===== config.mk =====
export PLATFORM = sky130hd
export DESIGN_NAME = right_shift_unit
export DESIGN_NICKNAME = d
export VERILOG_FILES = /design/src/rtl/shift_pkg.sv /design/src/rtl/rshift_step.sv /design/src/rtl/right_shift_unit.sv
export SDC_FILE = /design/constraint.sdc
export NUM_CORES = 1
export LEC_CHECK = 0
export ABC_AREA = 0
export BUFFER_PORTS_ARGS = -buffer_cell sky130_fd_sc_hd__buf_2
export CAP_MARGIN = 20
export CORE_MARGIN = 2
export CORE_UTILIZATION = 60
export CTS_BUF_LIST = sky130_fd_sc_hd__clkbuf_8 sky130_fd_sc_hd__clkbuf_16
export CTS_CLUSTER_DIAMETER = 100
export DETAILED_ROUTE_END_ITERATION = 10
export PLACE_DENSITY_LB_ADDON = 0.12
export SYNTH_ARGS = -nofsm -noshare
export SYNTH_HDL_FRONTEND = slang
export SYNTH_SLANG_ARGS = --single-unit

===== constraint.sdc =====
create_clock -name clk -period 6 [get_ports clk]
set_clock_uncertainty 0.1 [all_clocks]
set_input_delay 1.2 -clock clk [delete_from_list [all_inputs] [get_ports clk]]
set_output_delay 1.2 -clock clk [all_outputs]
set_load 0.02 [all_outputs]

===== src/rtl/shift_pkg.sv =====
// Shared types and constants for the iterative right shifter.
package shift_pkg;

   typedef enum logic [1:0] {
      IDLE  = 2'd0,
      SHIFT = 2'd1,
      DONE  = 2'd2
   } state_t;

   localparam logic SHIFT_LOGICAL = 1'b0;
   localparam logic SHIFT_ARITH   = 1'b1;

   localparam int DEFAULT_WIDTH = 32;
   localparam int DEFAULT_STEP  = 4;

endpackage


===== src/rtl/rshift_step.sv =====
// One combinational right-shift step of 0..STEP positions with a selectable fill bit.
module rshift_step #(
   parameter int WIDTH = 32,
   parameter int AMT_W = 3
) (
   input  logic [WIDTH-1:0] i_data,
   input  logic [AMT_W-1:0] i_amt,
   input  logic             i_fill,
   output logic [WIDTH-1:0] o_data
);

   // Logical shift, then OR the fill bit into the vacated upper positions.
   always_comb begin
      o_data = (i_data >> i_amt) | ({WIDTH{i_fill}} & ~({WIDTH{1'b1}} >> i_amt));
   end

endmodule


===== src/rtl/right_shift_unit.sv =====
// Iterative multi-cycle right shifter (logical/arithmetic), up to STEP bits per cycle,
// valid/ready on both sides and a busy flag for the hazard unit.
module right_shift_unit
   import shift_pkg::*;
#(
   parameter int WIDTH   = DEFAULT_WIDTH,
   parameter int SHAMT_W = $clog2(WIDTH),
   parameter int STEP    = DEFAULT_STEP
) (
   input  logic               clk,
   input  logic               reset,
   input  logic               flush,
   input  logic               in_valid,
   output logic               in_ready,
   input  logic [WIDTH-1:0]   in_data,
   input  logic [SHAMT_W-1:0] in_shamt,
   input  logic               in_arith,
   output logic               out_valid,
   input  logic               out_ready,
   output logic [WIDTH-1:0]   out_data,
   output logic               busy
);

   // Wide enough to hold any per-cycle amount 0..STEP.
   localparam int AMT_W = $clog2(STEP + 1);

   state_t             r_state;
   state_t             w_state_next;
   logic [WIDTH-1:0]   r_acc;
   logic [SHAMT_W-1:0] r_rem;
   logic               r_arith;
   logic [WIDTH-1:0]   r_out_data;

   logic [AMT_W-1:0]   w_amt;
   logic [SHAMT_W-1:0] w_rem_next;
   logic               w_fill;
   logic [WIDTH-1:0]   w_shifted;

   // Per-cycle amount is min(remaining, STEP); the fill bit is the current MSB, which
   // stays equal to the original sign bit because every step replicates it.
   always_comb begin
      if (int'(r_rem) < STEP) begin
         w_amt = AMT_W'(r_rem);
      end else begin
         w_amt = AMT_W'(STEP);
      end
      w_rem_next = r_rem - SHAMT_W'(w_amt);
      w_fill     = (r_arith == SHIFT_ARITH) & r_acc[WIDTH-1];
   end

   rshift_step #(
      .WIDTH (WIDTH),
      .AMT_W (AMT_W)
   ) u_step (
      .i_data (r_acc),
      .i_amt  (w_amt),
      .i_fill (w_fill),
      .o_data (w_shifted)
   );

   // State register.
   always_ff @(posedge clk) begin
      if (reset) begin
         r_state <= IDLE;
      end else begin
         r_state <= w_state_next;
      end
   end

   // Next-state logic; flush abandons whatever is in flight.
   always_comb begin
      w_state_next = r_state;
      case (r_state)
         IDLE: begin
            if (in_valid) begin
               w_state_next = (in_shamt == '0) ? DONE : SHIFT;
            end
         end
         SHIFT: begin
            if (w_rem_next == '0) begin
               w_state_next = DONE;
            end
         end
         DONE: begin
            if (out_ready) begin
               w_state_next = IDLE;
            end
         end
         default: w_state_next = IDLE;
      endcase
      if (flush) begin
         w_state_next = IDLE;
      end
   end

   // Outputs decoded from the state; the result register is held for the whole DONE stay.
   always_comb begin
      in_ready  = (r_state == IDLE);
      out_valid = (r_state == DONE);
      busy      = (r_state != IDLE);
      out_data  = r_out_data;
   end

   // Datapath: capture on accept, shift while in SHIFT, latch the result on entry to DONE.
   always_ff @(posedge clk) begin
      if (reset) begin
         r_acc      <= '0;
         r_rem      <= '0;
         r_arith    <= SHIFT_LOGICAL;
         r_out_data <= '0;
      end else if (flush) begin
         r_acc   <= '0;
         r_rem   <= '0;
         r_arith <= SHIFT_LOGICAL;
      end else begin
         case (r_state)
            IDLE: begin
               if (in_valid) begin
                  r_acc   <= in_data;
                  r_rem   <= in_shamt;
                  r_arith <= in_arith;
                  if (in_shamt == '0) begin
                     r_out_data <= in_data;
                  end
               end
            end
            SHIFT: begin
               r_acc <= w_shifted;
               r_rem <= w_rem_next;
               if (w_rem_next == '0) begin
                  r_out_data <= w_shifted;
               end
            end
            default: ;
         endcase
      end
   end

endmodule


==> impl_metrics.env <==
export IMPL_outcome="complete, no violations"
export IMPL_clk_latency_ns=0.36
export IMPL_grt_overflow_total=0
export IMPL_rows=30
export IMPL_yosysUniqueCellTypes=43
export IMPL_arrival_ns=4.17
export IMPL_p_comb_frac=0.156
export IMPL_clk_pin_slew_worst_paths_ns=0.07
export IMPL_critPathBufInv=1
export IMPL_grt_util_all_layers=0.310
export IMPL_drive_above_1_share=0.238
export IMPL_worst_pin_slew_ns=1.04
export IMPL_ys_warn_count=0
export IMPL_nNetsFinal=636
export IMPL_ys_flop_type="dfxtp_1"
export IMPL_detail_route_antenna_nets=0
export IMPL_clkPwrFrac=0.388
export IMPL_switchingPower_mw=0.323
export IMPL_fin_crit_sh=0.666
export IMPL_clock_path_buffers=2
export IMPL_crit_required_ns=6.18
export IMPL_core_mm2=0.00687
export IMPL_crit_type="reg2reg"
export IMPL_cp_max_fo=30
export IMPL_maxSlewHeadroom=0.307
export IMPL_drv_cap=0
export IMPL_synth_edf_count=0
export IMPL_rsz0062_at_grt="no"
export IMPL_ys_top_cells_by_count="nand3_1, nand2_1, dfxtp_1, a21oi_1, clkbuf_1"
export IMPL_synth_area_mm2=0.00429
export IMPL_first_pass_iters=5
export IMPL_cts_htree_levels=3
export IMPL_crit_chain="or3_1, nand2_1, ha_1, o21a_1, o32a_2, o31ai_4, buf_4, a21oi_1, nor3_1"
export IMPL_grt_pass1_vias=4000
export IMPL_ys_ff_latch=72
export IMPL_routedWlPerCell_um=17.1
export IMPL_yosysMostFrequentCell="nand3_1"
export IMPL_sequentialPowerShare=0.455
export IMPL_start_util=0.624
export IMPL_fmax_mhz=250
export IMPL_synth_largest_area_cell="dfxtp_1"
export IMPL_max_stage_delay_ns=0.87
export IMPL_p_sw_frac=0.289
export IMPL_cts_buffers=9
export IMPL_yosysTopAreaCellShare=0.336
export IMPL_wirelength_um=11800
export IMPL_synth_nets=596
export IMPL_synthCells=552
export IMPL_post_cts_buffers=0
export IMPL_hold_buffers=0
export IMPL_placed_cell_area_mm2=0.00461
export IMPL_p_per_area_mw_per_mm2=230
export IMPL_slew_viol_final=0
export IMPL_power_leakage_nw=1.84
export IMPL_cts_sinks=72
export IMPL_portBuffers=77
export IMPL_hp_class="reg2reg"
export IMPL_nFillCells=578
export IMPL_antenna_found_initial=0
export IMPL_post_cts_resized=0
export IMPL_dieArea_mm2=0.00784
export IMPL_cts_root_buf="clkbuf_8"
export IMPL_cts_tree="done"
export IMPL_critPathLaunchType="flip-flop"
export IMPL_internal_power_mw=0.794
export IMPL_grt_max_degree=51
export IMPL_drt_initial_drc_count=481
export IMPL_hpwl_um=7650
export IMPL_num_vias=4359
export IMPL_finalSetupTns_ns=0
export IMPL_yosys_top_cells_area="dfxtp_1, mux4_2, nand3_1"
export IMPL_async_flop_share=0
export IMPL_die_w_um=88.6
export IMPL_design_area_mm2=0.00485
export IMPL_synth_avg_cell_area_um2=7.77
export IMPL_path_delay_family="compound AO/OA/AOI/OAI gates"
export IMPL_area_growth_syn_to_layout_pct=13.0
export IMPL_via_per_inst=6.30
export IMPL_ys_seq_area_frac=0.336
export IMPL_drc=0
export IMPL_num_antenna_cells=0
export IMPL_end_kind="flip-flop"
export IMPL_io_pins=78
export IMPL_setup_viol=0
export IMPL_finalPower_mw=1.12
export IMPL_die_height_um=88.6
export IMPL_hold_viol=0
export IMPL_grt_pass1_wl_um=19000
export IMPL_gp_congestion=0.899
export IMPL_vdd_drop_max_uv=147
export IMPL_period_minus_slack_ns=4.00
export IMPL_critPathSlowestCell="or3_1"
[metal layers]
| metal | share of wire | global-route usage |
|---|---|---|
| met5 | 0 | 0 |
| met4 | 0.018 | 0.127 |
| met3 | 0.085 | 0.0597 |
| met2 | 0.49 | 0.498 |
| met1 | 0.41 | 0.415 |
[cells by family after synthesis]
logic type | after synthesis | share of synthesized area
other | 1 | 0.000874
multiplexers | 30 | 0.155
adder cells (fa/ha/maj) | 1 | 0.00292
AO/OA/AOI/OAI | 123 | 0.159
flip-flops | 72 | 0.336
AND/OR/NAND/NOR | 264 | 0.279
buffers and inverters | 61 | 0.0668
[final cells by class]
| class | instances | area (µm²) | share of cell area |
|---|---|---|---|
| multi-input cells | 419 | 2580 | 0.533 |
| clock inverters | 5 | 81.3 | 0.0168 |
| flip-flops and latches | 72 | 1440 | 0.298 |
| well taps | 96 | 120 | 0.0248 |
| repair buffers | 87 | 473 | 0.0975 |
| clock buffers | 10 | 138 | 0.0284 |
| inverters | 3 | 11.3 | 0.00232 |
[stage by stage]
step / instances / utilization / worst slack, ns / hold slack [ns]
floorplan: 552 / - / 3.13 / 0.333
global placement: 676 / 0.671 / 2.28 / 0.345
detailed placement: 676 / 0.671 / 2.11 / 0.356
CTS: 691 / 0.703 / 2.07 / 0.372
global route: 692 / 0.706 / 1.76 / 0.395
finish: 692 / 0.706 / 2.00 / 0.372
[worst register-to-register path: cells and delay by family (launching register included)]
kind,cells,cell delay (ns)
AOI/OAI and AO/OA,4,1.45
and+or+nand+nor,3,1.18
buffers and inverters,1,0.35
DFF,1,0.55
adders and majority gates,1,0.30
[registers in the layout, summed over array words and instances, names as in the netlist]
signal / flops
r_acc: 32
out_data: 32
r_arith: 1
r_rem: 5
r_state: 2
[power by group through the flow]
| stage | combinational [mW] | sequential [mW] | clock [mW] |
|---|---|---|---|
| finish | 0.174 | 0.508 | 0.434 |
| global route | 0.191 | 0.510 | 0.456 |
| CTS | 0.169 | 0.510 | 0.434 |
| detailed placement | 0.168 | 0.521 | 0 |
| global placement | 0.164 | 0.519 | 0 |
| floorplan | 0.128 | 0.511 | 0 |
[cell usage in the layout (no fill, tap or decap), drive strengths merged, types with 2 or more instances in the layout]
master,netlist,final
nand2,102,102
buf,18,87
a21oi,71,71
clkinv,0,2
nand3,117,117
nor2b,2,2
nor3b,2,2
nand2b,3,3
a31oi,3,3
clkbuf,40,10
nor4,3,3
mux4,29,29
nor3,8,8
dfxtp,72,72
nor2,20,20
inv,3,3
bufinv,0,2
a211oi,3,3
o21ai,33,33
or2,2,2
o31ai,2,2
o22a,2,2
[final timing paths]
path | slack, ns | start | cells after the start | endpoint
min | 0.37 | r_acc[1] | 2 | r_acc[1]
max | 2.00 | r_rem[2] | 9 | out_data[29]
max reg2reg | 2.00 | r_rem[2] | 9 | out_data[29]
min reg2reg | 0.37 | r_acc[1] | 2 | r_acc[1]
Note: power is estimated with default switching activity, not from simulation.
